File: src/rtl/lfsr_pkg.sv
// Shared constants and types for the multi-step Galois LFSR.
// Holds default maximal-length taps, draw FSM encoding and the step-port width helper.
package lfsr_pkg;

  localparam logic [7:0]  TAPS_8  = 8'hB8;
  localparam logic [15:0] TAPS_16 = 16'hB400;
  localparam logic [23:0] TAPS_24 = 24'hE10000;
  localparam logic [31:0] TAPS_32 = 32'hA3000000;

  typedef enum logic [1:0] {
    ST_IDLE  = 2'd0,
    ST_SHIFT = 2'd1,
    ST_VALID = 2'd2
  } state_t;

  function automatic int step_w(input int steps);
    return $clog2(steps + 1);
  endfunction

endpackage

File: src/rtl/lfsr_step.sv
// One combinational Galois LFSR step: shift right, fold taps in when the outgoing bit is set.
module lfsr_step
  import lfsr_pkg::*;
#(
  parameter int LEN = 16
) (
  input  logic [LEN-1:0] i_s,
  input  logic [LEN-1:0] i_taps,
  output logic [LEN-1:0] o_s
);

  assign o_s = {1'b0, i_s[LEN-1:1]} ^ (i_s[0] ? i_taps : '0);

endmodule

File: src/rtl/lfsr_multi.sv
// Galois LFSR with programmable taps, 1..STEPS shifts per cycle, zero-seed protection
// and a draw handshake that returns a word re-mixed by ceil(LEN/STEPS) full-width advances.
module lfsr_multi
  import lfsr_pkg::*;
#(
  parameter int             LEN      = 16,
  parameter int             STEPS    = 4,
  parameter logic [LEN-1:0] TAPS     = TAPS_16,
  parameter logic [LEN-1:0] SEED_RST = {{(LEN-1){1'b0}}, 1'b1}
) (
  input  logic                       clk,
  input  logic                       rst_n,
  input  logic                       seed_load,
  input  logic [LEN-1:0]             seed,
  input  logic                       taps_we,
  input  logic [LEN-1:0]             taps_in,
  input  logic                       en,
  input  logic [step_w(STEPS)-1:0]   step,
  input  logic                       draw_req,
  output logic                       busy,
  output logic [LEN-1:0]             word,
  output logic                       word_valid,
  input  logic                       word_ready,
  output logic [LEN-1:0]             sreg,
  output logic [LEN-1:0]             taps,
  output logic                       lock_fix
);

  localparam int               STEP_W   = step_w(STEPS);
  localparam int               N_DRAW   = (LEN + STEPS - 1) / STEPS;
  localparam int               CNT_W    = (N_DRAW > 1) ? $clog2(N_DRAW) : 1;
  localparam logic [CNT_W-1:0] CNT_INIT = CNT_W'(N_DRAW - 1);
  localparam logic [STEP_W-1:0] STEPS_V = STEP_W'(STEPS);
  localparam logic [LEN-1:0]   TAP_MSB  = {1'b1, {(LEN-1){1'b0}}};

  state_t           r_state, w_state_next;
  logic [LEN-1:0]   r_sreg, w_sreg_next;
  logic [LEN-1:0]   r_taps;
  logic [LEN-1:0]   r_word, w_word_next;
  logic             r_word_valid, w_valid_next;
  logic             r_lock_fix;
  logic [CNT_W-1:0] r_cnt, w_cnt_next;

  logic [LEN-1:0]    w_chain [STEPS+1];
  logic [STEP_W-1:0] w_en_shift;

  // Tap point k of the chain is the state advanced by k single steps.
  assign w_chain[0] = r_sreg;

  genvar gi;
  generate
    for (gi = 0; gi < STEPS; gi++) begin : g_chain
      lfsr_step #(.LEN(LEN)) u_step (
        .i_s    (w_chain[gi]),
        .i_taps (r_taps),
        .o_s    (w_chain[gi+1])
      );
    end
  endgenerate

  assign w_en_shift = (step > STEPS_V) ? STEPS_V : step;

  always_comb begin
    w_state_next = r_state;
    w_sreg_next  = r_sreg;
    w_word_next  = r_word;
    w_valid_next = r_word_valid;
    w_cnt_next   = r_cnt;
    if (seed_load) begin
      w_sreg_next  = (seed == '0) ? SEED_RST : seed;
      w_state_next = ST_IDLE;
      w_valid_next = 1'b0;
    end else begin
      case (r_state)
        ST_IDLE: begin
          if (en) w_sreg_next = w_chain[w_en_shift];
          if (draw_req) begin
            w_state_next = ST_SHIFT;
            w_cnt_next   = CNT_INIT;
          end
        end
        ST_SHIFT: begin
          w_sreg_next = w_chain[STEPS];
          if (r_cnt == '0) begin
            w_word_next  = w_chain[STEPS];
            w_valid_next = 1'b1;
            w_state_next = ST_VALID;
          end else begin
            w_cnt_next = r_cnt - 1'b1;
          end
        end
        ST_VALID: begin
          if (en) w_sreg_next = w_chain[w_en_shift];
          if (word_ready) begin
            w_valid_next = 1'b0;
            w_state_next = ST_IDLE;
          end
        end
        default: w_state_next = ST_IDLE;
      endcase
    end
  end

  always_ff @(posedge clk) begin
    if (!rst_n) begin
      r_state      <= ST_IDLE;
      r_sreg       <= SEED_RST;
      r_taps       <= TAPS | TAP_MSB;
      r_word       <= '0;
      r_word_valid <= 1'b0;
      r_lock_fix   <= 1'b0;
      r_cnt        <= '0;
    end else begin
      r_state      <= w_state_next;
      r_sreg       <= w_sreg_next;
      r_word       <= w_word_next;
      r_word_valid <= w_valid_next;
      r_cnt        <= w_cnt_next;
      r_lock_fix   <= seed_load && (seed == '0);
      // Forcing the MSB tap keeps the step invertible, so nonzero states never collapse to zero.
      if (taps_we) r_taps <= taps_in | TAP_MSB;
    end
  end

  assign busy       = (r_state != ST_IDLE);
  assign sreg       = r_sreg;
  assign taps       = r_taps;
  assign word       = r_word;
  assign word_valid = r_word_valid;
  assign lock_fix   = r_lock_fix;

endmodule
File: config.mk
export PLATFORM = sky130hd
export DESIGN_NAME = lfsr_multi
export DESIGN_NICKNAME = d
export VERILOG_FILES = /design/src/rtl/lfsr_pkg.sv /design/src/rtl/lfsr_step.sv /design/src/rtl/lfsr_multi.sv
export SDC_FILE = /design/constraint.sdc
export NUM_CORES = 1
export LEC_CHECK = 0
export ABC_AREA = 1
export ABC_CLOCK_PERIOD_IN_PS = 2200
export CAP_MARGIN = 20
export CORE_MARGIN = 5
export CORE_UTILIZATION = 47
export DETAILED_ROUTE_END_ITERATION = 10
export PLACE_DENSITY = 0.78
export RECOVER_POWER = 50
export SYNTH_ARGS = -nofsm -noshare
export SYNTH_HDL_FRONTEND = slang
export SYNTH_HIERARCHICAL = 1
export SYNTH_SLANG_ARGS = --single-unit
File: constraint.sdc
create_clock -name clk -period 2.2 [get_ports clk]
set_clock_uncertainty 0.1 [all_clocks]
set_input_delay 0.66 -clock clk [delete_from_list [all_inputs] [get_ports clk]]
set_output_delay 0.66 -clock clk [all_outputs]
set_load 0.02 [all_outputs]
* After elaboration in Yosys (flattened, before gate mapping)
Index checks and enable logic that the tools add are counted.
** Cells by class
- Add/subtract/negate cells :: 1
- Order comparisons :: 2
- Eq/ne operators :: 7
- Muxes and demuxes :: 22
- Bitwise logic cells :: 7
- Reductions and logical operators :: 15
** Operator list (count)
- 16-bit 2-to-1 mux :: 9
- 15-bit by 16-bit XOR with 16-bit output :: 4
- 16-bit binary-select mux with 3-bit select :: 1
- 16-bit one-hot mux with 2 select lines :: 1
- 16-bit logical NOT :: 1
- 2-bit 2-to-1 mux :: 5
- 3-bit AND reduction :: 3
- 2-bit inequality test, second input constant :: 4
- 2-bit one-hot mux with 3 select lines :: 1
- 2-bit nonzero test :: 3
- 4-bit greater-or-equal comparator, second input constant :: 1
- 2-bit logical NOT :: 2
- 3-bit NOT with 4-bit output :: 1
- 2-bit one-hot mux with 2 select lines :: 1
- 4-bit AND reduction :: 1
- 2-bit OR reduction :: 2
- 3-bit > comparator, second input constant :: 1
- 3-bit 2-to-1 mux :: 1
- 3-bit by 1-bit inequality test with 1-bit output, second input constant :: 1
- 3-bit nonzero test :: 1
- 2-bit by 1-bit equality test with 1-bit output, second input constant :: 1
- 2-bit equality test, second input constant :: 1
- 1-bit 2-to-1 mux :: 2
- 1-bit NOT :: 2
- 4 further kinds :: 4
** Word-level totals
- Register bits :: 53
- Output and inout port bits :: 51
- Word-level logic and storage cells :: 61

* Longest topological paths before layout
- Depth in word-level cells :: 14
- Gate-level depth with buffers :: 22
- Gate-level depth less buffers :: 18

* Hierarchy
Netlist, hierarchy kept.
** Modules (own cells, without submodules)
- lfsr_multi :: times used 1, cells each 441, area each 3007.9 µm², sequential area each 1061.0 µm²
- lfsr_step :: times used 4, cells each 80, area each 341.6 µm², sequential area each 0.0 µm²

* Least setup slack after synthesis
OpenSTA, ideal clock, no wires.
- Path kind :: register -> register
- From :: register r_taps[0], in the netlist taps[0]
- To :: register r_sreg[0], in the netlist sreg[0]
- Setup time :: 112 ps
- Arrival :: 2208 ps
- Required time :: 1988 ps
- Slack :: -220 ps
- Cell stages (with the launch flop) :: 21
- Period minus slack after synthesis :: 2420 ps
- Cells stage by stage :: dfxtp_1 nand3_1 nand2_1 buf_6 nand2_1 nand2_1 nand2_1 buf_6 nand2_1 nand2_1 nand2_1 buf_6 nand2_1 nand2_1 nand2_1 inv_1 a21oi_1 nand2_1 nand2_1 nand2_1 nand2_1
** RTL lines
- start: declaration :: RTL line lfsr_multi.sv:38 : logic [LEN-1:0] r_taps;
- start signal: assignment :: RTL line lfsr_multi.sv:108 : r_taps <= TAPS | TAP_MSB;
- start signal: assignment :: RTL line lfsr_multi.sv:121 : if (taps_we) r_taps <= taps_in | TAP_MSB;
- end signal: assignment :: RTL line lfsr_multi.sv:115 : r_sreg <= w_sreg_next;
- end: declaration :: RTL line lfsr_multi.sv:37 : logic [LEN-1:0] r_sreg, w_sreg_next;

==> results by group <==
Status
  – Outcome: finished, violations left
  – Failing checks: negative setup slack

Route
  – Drt first pass iters: 5
  – Vias per Instance: 5.35
  – 1st-iter DRT viols: 569
  – Final ANT Viol Nets: 0
  – Wirelength per Cell: 15.0 um
  – Drt drc: 0
  – Vias: 5142
  – Total Routed Length: 14.4 mm

Critical path
  – Critical Path Source Type: flop
  – R2R depth: 18
  – Crit. End Element: flop
  – Critical path buffers and inverters: 3
  – Critical-path cell list: buf_6, nand2_2, nand2_2, nand2_4, nand2_2, nand2_2, nand2_4, nand2_2, nand2_2, nand2_4, clkbuf_16, nand2_1, nand2_1, nand2_2, inv_2, a21oi_1, nand2_1, a21oi_1
  – CP delay by family, top: simple AND/OR/NAND/NOR gates
  – Critical-path maximum fanout: 8
  – WS Path Type: reg2reg
  – Slowest stage delay, CP: 0.41 ns
  – Slowest-stage cell, CP: dfxtp_4
  – WP depth: 18
  – Cell repeated most along the worst path: nand2_2
  – WP data arrival: 2.40 ns
  – Worst endpoint required time: 2.34 ns

Yosys
  – Post-synth top area cell: dfxtp_1
  – Netlist cell types: 29
  – Yosys warns: 6
  – Yosys reg bits: 53
  – Share of the synthesized area in the top cell type: 24.3%
  – Area contributors post-synth: dfxtp_1 24%, nand2_1 20%, inv_1 9.7%, nand3_1 7.6%, nor2_1 7.0%
  – Seq/Total Area, Yosys: 24.3%
  – Cells after Synth: 761
  – Post-Syn Area per Cell: 5.75 sq um
  – Post-Syn Area: 4370 sq um

Power and ir drop
  – Pwr Density: 595 nW/um^2
  – VDD IR max: 323 uV
  – Design Power: 3.46 mW
  – Lkg Pwr: 2.92 nW

STA
  – Max Clk Rate: 444 MHz
  – Final worst setup slack: -0.0542 ns
  – Worst hold margin: 0.338 ns
  – Final Slew Violations: 0
  – Final setup fails: 6
  – Final Hold Fails: 0
  – Final Critical Period: 2.25 ns
  – Final period util: 102%
  – RSZ-0062 raised after global routing: true
  – Setup TNS Final: -0.152 ns

Cells and area
  – Finished Layout Cells: 961
  – Fillers: 870
  – P&R area growth vs syn: 32.9%
  – Proportion of layout cells with a drive suffix above 1: 13.9%
  – Inserted Diodes: 0
  – Final #Nets: 892

Min path
  – WHS Path Cells: 1
  – Hold Crit Class: reg2reg

Placement
  – Number of port buffers: 90
  – GPL Wtd Cong: 0.901
  – Final HPWL DP: 9.64 mm
  – Inst Count DP: 941

Run
  – Max-cap violations: 0

Floorplan
  – Die width: 106 um
  – Starting Density: 47.8%
  – Core ar.: 9150 sq um
  – Die height: 106 um
  – Num ports: 93
  – FP Rows: 35
  – Die area: 11300 sq um

GRT
  – All-Layer GR Usage: 22.9%
  – Initial antenna violation count: 0
  – Largest net degree at the start of global routing: 52
  – Vias in the first global route: 4385
  – First-pass GRT wire length: 21.7 mm
  – Remaining Overflow, GRT: 0

CTS
  – Root Buffer: clkbuf_8
  – Cts bufs inserted: 5
  – TritonCTS clock tree: done
  – Clock Path Buffers: 2
  – H-tree depth: 2
  – Reg clk slew, reported paths: 0.11 ns
  – Clk sinks: 53
  – Worst skew pair latency: 0.31 ns
  – Hold-fix buffers, CTS: 0
## area by class of cell
type	count	area [sq um]	share of cell area (%)
Clock buffer	6	72.6	1.25
Clock inverter	2	38.8	0.667
Inverter	115	432	7.43
Multi-Input combinational cell	542	2640	45.3
Sequential cell	53	1070	18.5
Tap cell	111	139	2.39
Timing Repair Buffer	132	1420	24.5
## placed cells by master, fill, tap and decap left out, types with 2 or more instances in the layout
master / instances
buf_4: 26
nand2_1: 217
buf_6: 4
mux2i_1: 13
buf_12: 8
clkdlybuf4s50_1: 73
a21oi_2: 18
nor2_1: 82
a21oi_1: 35
dlymetal6s2s_1: 11
dfxtp_1: 47
clkbuf_8: 5
dfxtp_4: 2
nand2_2: 19
clkbuf_16: 4
nand3_1: 63
o211ai_1: 16
nand2_4: 4
conb_1: 5
o21ai_1: 12
dfxtp_2: 4
o21ai_2: 2
inv_2: 14
inv_1: 101
o21ai_0: 43
nand3b_1: 3
dlygate4sd2_1: 5
nand3_2: 2
## worst paths after layout
path	from	end	slack, ns
hold reg to reg	r_cnt[0]$_SDFFE_PN0P_	r_cnt[0]$_SDFFE_PN0P_	0.34
setup / recovery	sreg[0]$_SDFFE_PN1P_	sreg[2]$_SDFFE_PN0P_	-0.05
setup reg to reg	sreg[0]$_SDFFE_PN1P_	sreg[2]$_SDFFE_PN0P_	-0.05
hold / removal	r_cnt[0]$_SDFFE_PN0P_	r_cnt[0]$_SDFFE_PN0P_	0.34
## per-stage QoR
| stage | instance area, sq um | worst slack [ns] | utilization, % |
|---|---|---|---|
| after floorplan | 4400 | 0.0164 | - |
| after global placement | 5340 | -0.0792 | 58.3 |
| after detailed placement | 5340 | -0.174 | 58.3 |
| after CTS | 5450 | 0.0194 | 59.5 |
| after global routing | 5810 | -0.135 | 63.5 |
| final | 5810 | -0.0542 | 63.5 |
## cells in the mapped netlist (all sizes together)
library cell / instances
buf: 45
nor3b: 1
nand3b: 4
o21bai: 1
a21oi: 53
conb: 1
a31oi: 1
nand2: 240
nor2: 82
mux2i: 13
o211ai: 16
ha: 1
inv: 115
o21ai: 58
nand3: 66
dfxtp: 53
or2: 1
clkbuf: 10
## per-layer routing
layer,up-vias,wire length [um],track usage [%]
met1,2318,6390,33.4
met5,-,0,0
li1,2529,-,-
met2,265,6630,36.2
met3,30,1170,3.10
met4,0,227,4.29
## sequential cells by signal (all words and copies together), names as in the netlist
| name | cells |
|---|---|
| word | 16 |
| r_cnt | 2 |
| sreg | 16 |
| word_valid | 1 |
| taps | 15 |
| r_state | 2 |
| lock_fix | 1 |
## cell families (layout without fill, tap and decap cells)
logic type	count (synthesis)	in the layout	synth area share (%)
AND/OR/NAND/NOR	394	394	36.8
buffers and inverters	170	255	19.4
AO/OA/AOI/OAI	129	129	16.3
flip-flops	53	53	24.3
multiplexers	13	13	2.97
adder cells (fa/ha/maj)	1	1	0.286
other	1	5	0.0857
## where the power goes
group          total (mW)  switching, mW  internal, mW
Sequential           1.12         0.0983          1.03
Clock               0.696          0.353         0.343
Combinational        1.64          0.971         0.669
Total                3.46           1.42          2.04
## repair_timing
action | CTS | global route
endpoints found under the setup margin | 10 | 29
gates cloned | 0 | 5
resized for setup | 9 | 75
endpoints found under the hold margin | 0 | 0
setup buffers | 0 | 7
pin swaps | 0 | 37
(Power assumes the default switching activity.)
